[src/rtl/uart_word_tx.sv]
// Word-in UART transmitter: one handshake per 32-bit word, sent as 4 (or 1) back-to-back 8N1 frames.
// Optional even-parity bit per byte when UART_TX_PARITY_EN is defined.
module uart_word_tx #(
    parameter int CLK_PER_BIT = 868,
    parameter bit MSB_FIRST   = 1'b1
) (
    input  logic        CLK,
    input  logic        RST_N,
    input  logic [31:0] word_data,
    input  logic        word_valid,
    input  logic        byte_mode,
    output logic        word_ready,
    output logic        busy,
    output logic        UART_TX
);

    localparam int CW = (CLK_PER_BIT > 1) ? $clog2(CLK_PER_BIT) : 1;
    localparam logic [CW-1:0] CNT_MAX = CW'(CLK_PER_BIT - 1);

    typedef enum logic [2:0] {IDLE, START, DATA, PARITY, STOP} state_t;

    state_t      state_q, state_d;
    logic [CW-1:0] cnt_q, cnt_d;
    logic [2:0]  bit_idx_q, bit_idx_d;
    logic [2:0]  bytes_q, bytes_d;
    logic [31:0] word_q, word_d;
    logic        tx_q, tx_d;
    logic        wrap;
    logic [7:0]  cur_d;

    assign wrap       = (cnt_q == CNT_MAX);
    assign word_ready = RST_N && (state_q == IDLE);
    assign busy       = (state_q != IDLE);
    assign UART_TX    = tx_q;

    always_ff @(posedge CLK) begin
        if (!RST_N) begin
            state_q   <= IDLE;
            cnt_q     <= '0;
            bit_idx_q <= '0;
            bytes_q   <= '0;
            word_q    <= '0;
            tx_q      <= 1'b1;
        end else begin
            state_q   <= state_d;
            cnt_q     <= cnt_d;
            bit_idx_q <= bit_idx_d;
            bytes_q   <= bytes_d;
            word_q    <= word_d;
            tx_q      <= tx_d;
        end
    end

    always_comb begin
        state_d   = state_q;
        cnt_d     = cnt_q;
        bit_idx_d = bit_idx_q;
        bytes_d   = bytes_q;
        word_d    = word_q;
        tx_d      = 1'b1;

        if (state_q == IDLE) begin
            if (word_valid && word_ready) begin
                state_d   = START;
                cnt_d     = '0;
                bit_idx_d = '0;
                bytes_d   = byte_mode ? 3'd1 : 3'd4;
                // The byte to send next always sits at the outgoing end of word_q.
                if (byte_mode)
                    word_d = MSB_FIRST ? {word_data[7:0], 24'h0} : {24'h0, word_data[7:0]};
                else
                    word_d = word_data;
            end
        end else begin
            cnt_d = wrap ? '0 : cnt_q + CW'(1);
            if (wrap) begin
                case (state_q)
                    START: begin
                        state_d   = DATA;
                        bit_idx_d = '0;
                    end
                    DATA: begin
                        if (bit_idx_q == 3'd7) begin
`ifdef UART_TX_PARITY_EN
                            state_d = PARITY;
`else
                            state_d = STOP;
`endif
                        end else begin
                            bit_idx_d = bit_idx_q + 3'd1;
                        end
                    end
                    PARITY: state_d = STOP;
                    STOP: begin
                        bytes_d = bytes_q - 3'd1;
                        word_d  = MSB_FIRST ? (word_q << 8) : (word_q >> 8);
                        state_d = (bytes_q == 3'd1) ? IDLE : START;
                    end
                    default: state_d = IDLE;
                endcase
            end
        end

        // Line level is registered from next-state values so UART_TX is glitch-free.
        cur_d = MSB_FIRST ? word_d[31:24] : word_d[7:0];
        case (state_d)
            START:   tx_d = 1'b0;
            DATA:    tx_d = cur_d[bit_idx_d];
            PARITY:  tx_d = ^cur_d;
            default: tx_d = 1'b1;
        endcase
    end

endmodule
[config.mk]
export PLATFORM = sky130hd
export DESIGN_NAME = uart_word_tx
export DESIGN_NICKNAME = d
export VERILOG_FILES = /design/src/rtl/uart_word_tx.sv
export SDC_FILE = /design/constraint.sdc
export NUM_CORES = 1
export LEC_CHECK = 0
export ABC_AREA = 1
export BUFFER_PORTS_ARGS = -buffer_cell sky130_fd_sc_hd__buf_4
export CORE_MARGIN = 5
export CORE_UTILIZATION = 28
export CTS_BUF_LIST = sky130_fd_sc_hd__clkbuf_4
export CTS_CLUSTER_SIZE = 20
export DETAILED_ROUTE_END_ITERATION = 10
export GPL_ROUTABILITY_DRIVEN = 0
export HOLD_SLACK_MARGIN = 0.02
export PLACE_DENSITY_LB_ADDON = 0.1
export SYNTH_ARGS = -nofsm -noshare
export SYNTH_HDL_FRONTEND = slang
export SYNTH_SLANG_ARGS = --single-unit
[constraint.sdc]
create_clock -name CLK -period 4.3 [get_ports CLK]
set_clock_uncertainty 0.15 [all_clocks]
set_input_delay 0.43 -clock CLK [delete_from_list [all_inputs] [get_ports CLK]]
set_output_delay 0.43 -clock CLK [all_outputs]
set_load 0.1 [all_outputs]
* Yosys cells after proc, flatten, opt, wreduce, memory -nomap -nowiden *
Index checks and enable logic that the tools add are counted.

storage, ports and cells
  register bits = 52
  output and inout port bits = 3
  input bits = 36
  logic and storage cells = 57

cells by class
  add/subtract/negate cells = 3
  equality and inequality tests = 11
  $lt $le $gt $ge = 1
  mux-type cells = 27
  reduce and logical (&&, ||, !) cells = 8

operators with widths
  cell                                                                           count
  32-bit two-way mux                                                             5
  3-bit two-way mux                                                              13
  10-bit two-way mux                                                             3
  3-bit by 2-bit equality test with 1-bit output (second input constant)         4
  3-bit case mux with 4 select lines                                             1
  10-bit by 1-bit adder with 10-bit output (second input constant)               1
  10-bit equality test (second input constant)                                   1
  3-bit by 1-bit equality test with 1-bit output (second input constant)         3
  8-bit XOR reduction                                                            1
  3-bit equality test (second input constant)                                    2
  3-bit case mux with 2 select lines                                             1
  3-bit by 4-bit less-than comparator with 1-bit output (second input constant)  1
  2-bit nonzero test                                                             2
  3-bit by 1-bit adder with 3-bit output (second input constant)                 1
  1-bit binary-select mux with 3-bit select                                      1
  3-bit zero test                                                                1
  1-bit case mux with 3 select lines                                             1
  3-bit AND reduction                                                            1
  3-bit nonzero test                                                             1
  3-bit by 1-bit subtractor with 3-bit output (second input constant)            1
  1-bit logical AND                                                              2
  1-bit two-way mux                                                              2
  2-bit by 1-bit inequality test with 1-bit output (second input constant)       1

* Logic depth before layout (Yosys ltp) *
  word-level depth = 8
  depth in mapped cells = 18
  mapped depth without buffers = 17

* Worst setup path before layout *
OpenSTA, ideal clock, no wires.

  kind = flip-flop to flip-flop
  start = register state_q[0]
  end = register tx_q (netlist: UART_TX)
  path slack = 1.885 ns
  arrival time = 2.153 ns
  required time = 4.038 ns
  cell stages (with the launch flop) = 18
  library setup time = 0.112 ns
  clock period less this slack = 2.415 ns
  buffers on the path = 1
  path through = dfxtp_1 nor2_4 nand2_4 nor2_4 nand2_2 buf_6 nand3_1 nand2_1 inv_1 nand2_1 nand3_1 nand2_1 inv_1 nand2_1 nand2_1 nand2_1 nand3_1 nand2_1

between the ends
  cells in the longest elaborated chain, start to end = 8
  elaborated cells on any way between the ends = 27
  those cells by class = 7 x eq/ne; 16 x mux; 4 x reduce/logical

ends and longest elaborated chain
  element                                                  RTL line  source
  start: declaration                                       22        state_t state_q, state_d;
  start signal: assignment                                 45        state_q <= state_d;
  3-bit zero test *                                        32        assign word_ready = RST_N && (state_q == IDLE);
  1-bit logical AND *                                      32
  net word_ready                                           12        output logic word_ready,
  1-bit logical AND *                                      63        if (word_valid && word_ready) begin
  32-bit two-way mux or 3-bit two-way mux (tied branches)  63
  32-bit two-way mux or 3-bit two-way mux (tied branches)  62        if (state_q == IDLE) begin
  1-bit binary-select mux with 3-bit select                108       DATA: tx_d = cur_d[bit_idx_d];
  1-bit two-way mux (not written as such)                  108
  1-bit case mux with 3 select lines *                     106       case (state_d)
  end signal: assignment                                   50        tx_q <= tx_d;
  end: declaration                                         27        logic tx_q, tx_d;

Mark *: on every way through the listed nets, which the timed path passes. The rest lies on a longest branch. The select of a mux whose other input is x is not followed.
A chain may end at the register's enable or synchronous reset.

* Worst setup path in the final report *
  start = register cnt_q[0]
  end = register tx_q (netlist: UART_TX)

between the ends
  cells in the longest elaborated chain, start to end = 6
  elaborated cells on any way between the ends = 14
  those cells by class = 4 x eq/ne; 9 x mux; 1 x reduce/logical

ends and longest elaborated chain
  element                                                  RTL line  source
  start: declaration                                       23        logic [CW-1:0] cnt_q, cnt_d;
  start signal: assignment                                 46        cnt_q <= cnt_d;
  10-bit equality test *                                   31        assign wrap = (cnt_q == CNT_MAX);
  32-bit two-way mux or 3-bit two-way mux (tied branches)  76        if (wrap) begin
  32-bit two-way mux or 3-bit two-way mux (tied branches)  62
  1-bit binary-select mux with 3-bit select                108
  1-bit two-way mux (not written as such)                  108
  1-bit case mux with 3 select lines *                     106

Mark *: on every way between the ends. The rest lies on a longest branch, timed or not. The select of a mux whose other input is x is not followed.

==> impl_metrics.yaml <==
status:
  outcome: "complete, no violations"
clock_tree:
  numCtsBuffers: 5
  h-tree-depth: 2
  path_clk_slew_ps: 170
  holdBufCountCts: 0
  clock_latency_ps: 380
  cts_resized: 0
  clockRootBuffer: "clkbuf_4"
  post-cts-setup-buffer-count: 0
  clock_path_buffers: 2
  cts_sinks: 52
  cts_tree: "done"
setup_path:
  r2r_slack_ps: 1570
  timing.rr.start: "cnt_q[0]"
  crit_required_ps: 4490
  slowest_stage: "dfxtp_1"
  crit_path_max_incr_delay_ps: 430
  cp-start-kind: "flip-flop"
  cp_common_cell: "nand2_1"
  worst_ep_arrival_time_ps: 2910
  reg2reg_depth: 11
  r2r-end: "UART_TX"
  crit_buf_inv: 1
  end_kind: "flip-flop"
  crit_family: "simple AND/OR/NAND/NOR gates"
  path_cells: "ha_1, nand2_1, nor2_1, nand3_1, nand2_1, inv_1, a32oi_1, nand2_1, a31oi_1, nand3_1, nand2_1"
  path_max_fanout: 8
  critPathKind: "flip-flop to flip-flop"
floorplanning:
  die_h_um: 115
  start_util_pct: 28.5
  rows: 38
  top_level_ports: 39
  die_area_mm2: 0.0132
  die_w_um: 115
  core_area_mm2: 0.0108
sta:
  finalMaxSlewViolations: 0
  hold_viol_final: 0
  worst_pin_slew_ps: 988
  period_share_pct: 63.4
  rsz0062_at_grt: "false"
  max_freq_ghz: 0.367
  slew_headroom_pct: 34.1
  fin_crit_ps: 2730
  tns_ps: 0
  setup_violations: 0
job:
  max-cap-violations: 0
power:
  finalPower_uw: 1060
  peakVddDrop_mv: 0.101
  p_per_area_mw_per_mm2: 298
  power_leakage_uw: 0.00161
synth:
  syn_inst: 494
  mappedNetlistNets: 534
  synthMuxAreaShare_pct: 0.650
  synth-adder-area-share_pct: 1.62
  synth_xor_area_share_pct: 0.569
  synthesis.area_mm2: 0.00308
  yosysWarnings: 0
  synth-compound-area-share_pct: 15.7
  ys_seq_area_share_pct: 33.8
  synth-simple-area-share_pct: 37.6
  synth_top_family_by_area: "simple AND/OR/NAND/NOR gates"
  yosys.cell_types.count: 35
  ys_ff_latch: 52
  synth.avg_cell_area_um2: 6.24
detailed_routing:
  remaining_drc_errors: 0
  wl_um: 9430
  first_pass_iters: 5
  dr.first_iter.drc_count: 190
  antenna_left: 0
  wl_per_cell_um: 14.1
  num_vias: 3222
  routed_via_density: 4.82
placement:
  place_area_mm2: 0.00349
  portBuffers: 38
  dpl.hpwl_um: 7330
global_route:
  grt_usage_pct: 14.9
  grt_max_degree: 33
  grt_pass1_wl_um: 15900
  grt_antenna_before_repair: 0
  gr-total-overflow: 0
  first_global_vias: 3312
layout:
  fin_area_mm2: 0.00357
  diodes: 0
  drive_gt1_share_pct: 11.9
  area_growth_pct: 15.9
  nets: 567
worst_hold_path:
  whs_endpoint: "word_q[5]"
  worstHoldPathType: "input port to flip-flop"
  worst_hold_path.num_cells: 3
  hold_path.startpoint: "word_data[5]"
-- placed cells by master, fill, tap and decap left out, types with 2 or more instances in the layout --
cell,Yosys,layout
nand2_1,170,170
inv_1,58,58
dfxtp_1,52,52
nor2_1,50,50
buf_4,3,42
a21oi_1,37,37
nand3_1,34,34
o21ai_0,18,18
a22oi_1,16,16
clkbuf_4,0,6
nand3b_1,5,5
nand2_2,4,4
ha_1,4,4
nor2_2,3,3
nor3_1,3,3
nor2_4,2,2
a31oi_1,2,2
mux2i_1,2,2
o21a_1,2,2
a211oi_1,2,2
a221oi_1,2,2
-- cell type report --
| type | instances | area (µm²) |
|---|---|---|
| Multi-Input combinational cell | 366 | 1730 |
| Clock inverter | 2 | 38.8 |
| Timing Repair Buffer | 42 | 315 |
| Fill cell | 1226 | 7220 |
| Sequential cell | 52 | 1040 |
| Inverter | 60 | 225 |
| Clock buffer | 6 | 45.0 |
| Tap cell | 140 | 175 |
-- worst max-delay path by stage --
stage / to / cells past startpoint / startpoint
after CTS: UART_TX / 11 / cnt_q[0]
after global routing: UART_TX / 13 / cnt_q[0]
after floorplan: UART_TX / 17 / state_q[0]
final: UART_TX / 11 / cnt_q[0]
after detailed placement: UART_TX / 11 / cnt_q[0]
after global placement: UART_TX / 11 / cnt_q[0]
-- metal layers --
metal  vias to the layer above  wire length [µm]  track usage (%)
li1                       1639                 -                -
met1                      1505              4450             19.0
met2                        62              4490             25.7
met3                        16               304             2.89
met4                         0               179             4.23
met5                         -                 0                0
-- synthesized netlist by cell type (all sizes together) --
library cell	n	area share, %
buf	8	1.7
a21o	1	0.24
a31oi	2	0.41
clkbuf	8	0.97
a22oi	16	3.9
xor2	1	0.28
xnor2	1	0.28
dfxtp	52	34
nand4	1	0.20
o21bai	1	0.24
mux2i	2	0.65
clkinv	1	0.12
a221oi	2	0.57
ha	4	1.6
a32oi	1	0.28
o21ai	19	3.1
a21oi	37	6.0
nand3b	5	1.2
nor3	4	1.0
nand2	175	22
o21a	2	0.49
inv	59	7.2
nor2	55	7.4
a211oi	2	0.49
nand3	35	5.8
-- stage by stage --
step                      hold WS, ps  util, %  setup slack [ps]  instances
after floorplan                   290        -              1880        494
after global placement            299     32.3              1560        660
after detailed placement          303     32.3              1590        660
after CTS                         137     33.1              1550        668
after global routing              139     33.1              1240        668
final                             142     33.1              1570        668
-- report_power, final --
group	leakage [µW]	internal, µW	switching [µW]	total, µW
Combinational	0.00114	87.4	162	250
Sequential	0.000423	501	10.0	511
Clock	0.0000463	132	173	304
-- sequential cells by signal, summed over array words and instances (netlist names) --
| register | flops |
|---|---|
| bit_idx_q | 3 |
| cnt_q | 10 |
| bytes_q | 3 |
| UART_TX | 1 |
| state_q | 3 |
| word_q | 32 |
-- worst reg2reg max path, cell delays in order, from the launching register on --
cell and delay, ps:
dfxtp_1 430, ha_1 230, nand2_1 80, nor2_1 170, nand3_1 250, nand2_1 280
inv_1 220, a32oi_1 360, nand2_1 110, a31oi_1 250, nand3_1 110, nand2_1 60
-- cell families (layout without fill, tap and decap cells) --
logic type               count (synthesis)  after routing
AND/OR/NAND/NOR                        275            275
AO/OA/AOI/OAI                           83             83
buffers and inverters                   76            110
flip-flops                              52             52
adder cells (fa/ha/maj)                  4              4
XOR/XNOR                                 2              2
multiplexers                             2              2
(Power assumes the default switching activity.)
